### src/rtl/comb_pkg.sv
// comb_pkg: shared limits and helpers for the multichannel comb stage
package comb_pkg;
  localparam int MAX_M = 8;
  localparam int MAX_NCH = 16;
  function automatic int clog2_min1(input int n);
    return (n < 2) ? 1 : $clog2(n);
  endfunction
endpackage

### src/rtl/comb_dly.sv
// comb_dly: enabled shift register with synchronous zero; q_o is the oldest word
module comb_dly #(
  parameter int D = 4,
  parameter int W = 16
) (
  input  logic         clk,
  input  logic         rst,
  input  logic         en_i,
  input  logic         zero_i,
  input  logic [W-1:0] d_i,
  output logic [W-1:0] q_o
);
  logic [W-1:0] sr_q [D];
  // zero and shift together leave only the new word in the head slot
  always_ff @(posedge clk or posedge rst) begin
    if (rst) begin
      for (int i = 0; i < D; i++) sr_q[i] <= '0;
    end else begin
      sr_q[0] <= en_i ? d_i : zero_i ? '0 : sr_q[0];
      for (int i = 1; i < D; i++) sr_q[i] <= zero_i ? '0 : en_i ? sr_q[i-1] : sr_q[i];
    end
  end
  assign q_o = sr_q[D-1];
endmodule

### src/rtl/comb_mc.sv
// comb_mc: multichannel CIC comb y = x[n] - x[n-M] with sof realign, clear and bypass
module comb_mc
  import comb_pkg::*;
#(
  parameter int Win = 16,
  parameter int M   = 1,
  parameter int NCH = 4,
  parameter int CHW = clog2_min1(NCH)
) (
  input  logic                  clk,
  input  logic                  rst,
  input  logic                  val_in,
  input  logic signed [Win-1:0] data_in,
  input  logic                  sof_in,
  input  logic                  clr,
  input  logic                  bypass,
  output logic                  val_out,
  output logic signed [Win:0]   data_out,
  output logic [CHW-1:0]        ch_out
);
  if (M < 1 || M > MAX_M) begin : g_bad_m
    $error("comb_mc: M out of range");
  end
  if (NCH < 1 || NCH > MAX_NCH) begin : g_bad_nch
    $error("comb_mc: NCH out of range");
  end
  logic                  en, zero, val_q;
  logic [CHW-1:0]        cnt_q, cnt_d, ch, ch_q;
  logic signed [Win-1:0] tail;
  logic signed [Win:0]   data_q, data_d;
  comb_dly #(.D(NCH*M), .W(Win)) u_dly (
    .clk   (clk),
    .rst   (rst),
    .en_i  (en),
    .zero_i(zero),
    .d_i   (data_in),
    .q_o   (tail)
  );
  // clr wins over any sample; a misaligned sof wipes history and combs against zero
  always_comb begin
    en = val_in && !clr;
    ch = sof_in ? '0 : cnt_q;
    zero = clr || (en && sof_in && cnt_q != '0);
    cnt_d = clr ? '0 : !en ? cnt_q : (ch == CHW'(NCH-1)) ? '0 : ch + 1'b1;
    data_d = bypass ? (Win+1)'(data_in) : (Win+1)'(data_in) - (zero ? '0 : (Win+1)'(tail));
  end
  // single-cycle output register; data and tag hold between samples
  always_ff @(posedge clk or posedge rst) begin
    if (rst) begin
      val_q <= 1'b0;
      cnt_q <= '0;
      ch_q <= '0;
      data_q <= '0;
    end else begin
      val_q <= en;
      cnt_q <= cnt_d;
      if (en) begin
        data_q <= data_d;
        ch_q <= ch;
      end
    end
  end
  assign val_out = val_q;
  assign data_out = data_q;
  assign ch_out = ch_q;
endmodule

### config.mk
export PLATFORM = sky130hd
export DESIGN_NAME = comb_mc
export DESIGN_NICKNAME = d
export VERILOG_FILES = /design/src/rtl/comb_pkg.sv /design/src/rtl/comb_dly.sv /design/src/rtl/comb_mc.sv
export SDC_FILE = /design/constraint.sdc
export NUM_CORES = 1
export LEC_CHECK = 0
export CAP_MARGIN = 5
export CORE_AREA = 2 2 94 96
export DETAILED_ROUTE_END_ITERATION = 10
export DIE_AREA = 0 0 96 98
export PLACE_DENSITY_LB_ADDON = 0.25
export SLEW_MARGIN = 0
export SYNTH_ARGS = -nofsm -noshare
export SYNTH_HDL_FRONTEND = slang
export SYNTH_SLANG_ARGS = --single-unit
### constraint.sdc
create_clock -name clk -period 2.9 [get_ports clk]
set_input_delay 0.87 -clock clk [delete_from_list [all_inputs] [get_ports clk]]
set_output_delay 0.87 -clock clk [all_outputs]
set_load 0.005 [all_outputs]
### Yosys cells after proc, flatten, opt, wreduce, memory -nomap -nowiden

Index checks and enable logic that the tools add are counted.

* memories: 0
* input port bits: 22
* latch bits: 0
* logic and storage cells: 33
* flip-flop bits (word level): 86
* bits in read-only memories: 0
* memory bits (writable): 0

* shifts and indexed selects: 0
* div/mod/pow operators: 0
* reduce and logical (&&, ||, !) cells: 8
* bitwise gates (word level): 0
* muxes and demuxes: 14
* multiply operators: 0
* add/subtract/negate cells: 2
* $lt $le $gt $ge: 0
* equality and inequality tests: 1

Operators by type and width (count)
* 16-bit 2-to-1 mux: 8
* 17-bit 2-to-1 mux: 2
* 17-bit subtractor: 1
* 2-bit 2-to-1 mux: 4
* 2-bit nonzero test: 3
* 1-bit logical AND: 3
* 2-bit by 1-bit adder with 2-bit output, second input constant: 1
* 2-bit equality test, second input constant: 1
* 1-bit zero test: 1
* 1-bit logical OR: 1

### Logic depth before layout (Yosys ltp)

* depth after elaboration: 8
* gate-level depth with buffers: 12

### Cells and area by module

Synthesis repeated with hierarchy kept, for this count alone.

* cell total of the unflattened synthesis: 477
* area, all modules: 4684.5 um^2

By module, submodules not included
* comb_dly: area an instance 2798.9 um^2, seq. area each 1601.5 um^2, cells each 240, times used 1
* comb_mc: area an instance 1885.6 um^2, seq. area each 550.5 um^2, cells each 237, times used 1

### Worst setup path before layout

Ideal clock, no wire load.

* path type: in2reg
* from: in clr
* to: reg data_q[8], in the netlist data_out[8]
* stages: 11
* path slack: -0.621 ns
* data required time: 2.831 ns
* arrival time: 3.452 ns
* cells stage by stage: clkbuf_1 a21oi_1 clkbuf_1 nand2_1 fa_1 a21o_1 a31o_4 a21oi_2 o21ai_1 or4b_1 nand3_1

* cells in the longest elaborated chain, start to end: 8

Ends and longest elaborated chain
* start, declared: RTL line comb_mc.sv:15 `input logic clr,`
* 1-bit zero test: RTL line comb_mc.sv:41 `en = val_in && !clr;`
* 1-bit logical AND: RTL line comb_mc.sv:41
* 1-bit logical AND (2 in a row): RTL line comb_mc.sv:43 `zero = clr || (en && sof_in && cnt_q != '0);`
* 1-bit logical OR: RTL line comb_mc.sv:43
* 17-bit 2-to-1 mux: RTL line comb_mc.sv:45 `data_d = bypass ? (Win+1)'(data_in) : (Win+1)'(data_in) - (zero ? '0 : (Win+1)'(tail));`
* 17-bit subtractor: RTL line comb_mc.sv:45
* 17-bit 2-to-1 mux: RTL line comb_mc.sv:45
* end signal, assigned: RTL line comb_mc.sv:58 `data_q <= data_d;`
* end, declared: RTL line comb_mc.sv:30 `logic signed [Win:0] data_q, data_d;`

Several ways; a longest one is shown, not always the timed one.
A chain may end at the register's enable or synchronous reset.

### Final worst setup path

* from: in sof_in
* to: reg data_q[8], in the netlist data_out[8]

* cells in the longest elaborated chain, start to end: 6

Ends and longest elaborated chain
* start, declared: RTL line comb_mc.sv:14 `input logic sof_in,`
* 1-bit logical AND (2 in a row): RTL line comb_mc.sv:43
* 1-bit logical OR: RTL line comb_mc.sv:43
* 17-bit 2-to-1 mux: RTL line comb_mc.sv:45
* 17-bit subtractor: RTL line comb_mc.sv:45
* 17-bit 2-to-1 mux: RTL line comb_mc.sv:45

Every way passes these cells.

==> impl_metrics.py <==
metrics = {
    "sta": {
        "timing.fmax_mhz": 337.4,
        "worst_slack_ps": -64.13,
        "fin_crit_sh": 1.022,
        "finalMaxSlewViolations": 0,
        "setup_viol": 4,
        "relSlewSlack": 0.6071,
        "timing.hold.ws_ps": 480.9,
        "finClkSkew_ps": 12.84,
        "tns_ps": -90.34,
        "rsz0062_at_grt": "yes",
        "finalCriticalPeriod_ps": 2964,
        "hold_viol": 0,
        "worst_pin_slew_ps": 588.0,
    },
    "grt": {
        "antenna_found_initial": 0,
        "grt_max_degree": 49,
        "grt_pass1_wl_um": 15370,
        "track_usage": 0.2121,
        "overflow": 0,
        "grt_pass1_vias": 2971,
    },
    "logic_synthesis": {
        "ys_warn_count": 0,
        "yosysUniqueCellTypes": 48,
        "synth_compound_area_frac": 0.2219,
        "post-synth-top-count-cell": "dfrtp_1",
        "synth_top_family_by_area": "compound AO/OA/AOI/OAI gates",
        "async_reset_ff_frac": 1.000,
        "synthAdderAreaFrac": 0.05312,
        "ys_seq_area_frac": 0.5192,
        "netlist_area_sq_mm": 0.004145,
        "synth_cells": 384,
        "synth-simple-area-share": 0.1135,
        "synth.net_count": 423,
        "yosys.area.top_type": "dfrtp_1",
        "synthTopCellsByArea": "dfrtp_1, a22o_1, ha_1",
        "synth_xor_xnor_area_share": 0.01690,
        "synthMuxAreaShare": 0.04588,
        "synthTopCellsByCount": "dfrtp_1, a22o_1, nand2_1",
        "synth.top_cell.area_share": 0.5192,
        "ys_seq_elements": 86,
        "ys.flop_type": "dfrtp_1",
        "synth_edf_count": 0,
        "syn_avg_cell_area_sq_um": 10.79,
    },
    "placement": {
        "placed_cell_area_sq_mm": 0.005171,
        "placed_cells": 573,
        "hpwl_um": 6813,
        "pre_cts_slack_ps": -853.8,
        "io_buffers": 41,
        "gp_congestion": 0.8512,
    },
    "critical_path": {
        "rr_worst_depth": 13,
        "end_kind": "flop",
        "path_max_fanout": 2,
        "cp_data_arrival_time_ps": 3250,
        "crit_path_end": "data_out[8]$_DFFE_PP0N_",
        "r2r_start": "cnt_q[0]$_DFFE_PP0P_",
        "r2r-end": "data_out[8]$_DFFE_PP0N_",
        "crit_start": "sof_in",
        "crit_path_start_kind": "input pin",
        "critical_path_class": "input pin to flop",
        "worstPathRequired_ps": 3180,
        "r2r_slack_ps": -20,
    },
    "cells_and_area": {
        "stdcell_area_sq_mm": 0.005424,
        "multi_input_area_sq_mm": 0.001951,
        "fin_nets": 520,
        "ff_latch_area_sq_mm": 0.002152,
        "num_antenna_cells": 0,
        "stdcell_count": 594,
        "layout-drive-gt1-share": 0.2284,
        "nFillCells": 681,
        "area_growth_pct": 30.85,
    },
    "die": {
        "die_w_um": 96,
        "rows": 34,
        "core_area_sq_mm": 0.008466,
        "start_util": 0.4897,
        "fp.dieH_um": 98,
        "boundaryPins": 42,
        "die_area_sq_mm": 0.009408,
    },
    "job": {
        "drv_cap": 0,
    },
    "clock_tree": {
        "clockBufferDepth": 2,
        "clk_pin_slew_ps": 90,
        "cts_made_buffers": 9,
        "htree_levels": 3,
        "root_buffer": "clkbuf_8",
        "worstSkewPairLatency_ps": 350,
        "postCtsHoldBufs": 0,
        "cts_tree": "built",
        "clock-sinks": 86,
    },
    "drt": {
        "dr.pass1.iters": 4,
        "via_per_inst": 5.436,
        "ant_nets": 0,
        "drc": 0,
        "wl_per_cell_um": 16.01,
        "drt_first_iter_violations": 203,
        "vias": 3229,
        "wl_um": 9509,
    },
    "power": {
        "p_leak_nw": 2.530,
        "vdd_ir_drop_max_mv": 0.2325,
        "powerDensity_mw_per_mm2": 468.0,
    },
    "hold_path": {
        "min_path_type": "flop to flop",
    },
    "outcome": {
        "status": "complete, but fails checks",
        "violations": "setup timing",
    },
}
-- registers in the layout, summed over array words and instances, names as in the netlist --
name / count
ch_out: 2
cnt_q: 2
data_out: 17
val_out: 1
u_dly.q_o: 16
u_dly.sr_q: 48
-- per-layer routing --
| layer | vias to the layer above | global-route usage | routed length (um) | part of all wire |
|---|---|---|---|---|
| met5 | - | 0 | 0 | 0 |
| li1 | 1582 | - | - | - |
| met3 | 9 | 0.03935 | 396 | 0.042 |
| met4 | 0 | 0.07033 | 122 | 0.013 |
| met2 | 64 | 0.2666 | 4022 | 0.42 |
| met1 | 1574 | 0.3599 | 4968 | 0.52 |
-- how the worst min path moves through the flow --
stage | start | end | slack (ps) | cells past startpoint
3_5_place_dp | ch_out[0]$_DFFE_PP0N_ | ch_out[0]$_DFFE_PP0N_ | 470 | 2
3_3_place_gp | ch_out[1]$_DFFE_PP0N_ | ch_out[1]$_DFFE_PP0N_ | 460 | 2
4_1_cts | ch_out[0]$_DFFE_PP0N_ | ch_out[0]$_DFFE_PP0N_ | 490 | 2
2_1_floorplan | u_dly.q_o[0]$_DFFE_PP0P_ | u_dly.q_o[0]$_DFFE_PP0P_ | 460 | 1
6_report | data_out[1]$_DFFE_PP0N_ | data_out[1]$_DFFE_PP0N_ | 480 | 2
5_1_grt | u_dly.sr_q[56]$_DFFE_PP0P_ | u_dly.sr_q[40]$_DFFE_PP0P_ | 510 | 1
-- stage by stage --
step,util,total power [W]
6_report,0.6407,0.002539
5_1_grt,0.6407,0.002668
4_1_cts,0.6361,0.002558
3_5_place_dp,0.6108,0.001798
3_3_place_gp,0.6108,0.001787
2_1_floorplan,-,0.001554
-- cell families (layout without fill, tap and decap cells) --
logic type,after synthesis,in the layout
DFF,86,86
xor gates and xnor gates,8,8
buffers and inverters,32,134
AOI/OAI and AO/OA,118,118
and+or+nand+nor,104,104
muxes,19,19
adders and majority gates,17,17
-- worst max-delay path: stages --
cell and delay, ps:
buf_6 100, o21a_4 120, a21oi_4 130, and2_4 170, ha_4 130, inv_2 30, fa_2 350, a21o_1 190
a31o_4 250, buf_6 120, a21oi_4 130, o21ai_2 70, or4b_1 510, nand3_2 70
-- repair_timing --
action,4_1_cts,5_1_grt
gates cloned,0,0
buffers inserted,3,2
gates resized for setup,18,5
endpoints found under the setup margin,12,9
pin swaps,14,6
-- report_power, final --
group	switching [W]	internal, W
logic	0.000232	0.000257
clock network	0.000434	0.000320
registers	0.0000345	0.00126
-- area by class of cell --
cell class                      count  area share
Sequential cell                    86      0.3968
Multi-Input combinational cell    266      0.3596
Timing Repair Buffer              111      0.1813
Tap cell                          108     0.02491
Clock buffer                       11     0.02422
Clock inverter                      5    0.007612
Inverter                            7    0.005536
-- layout by cell type (no fill, tap or decap), drive strengths merged, types with 8 or more instances in the layout --
master and count:
o21ai 18, buf 73, dfrtp 86, nor2 27, mux2i 19, nor3 8
a22o 48, inv 8, nand3 10, clkdlybuf4s50 37, a21oi 23, clkbuf 11
ha 16, nand2 41
Power figures use the tool's default switching activity.
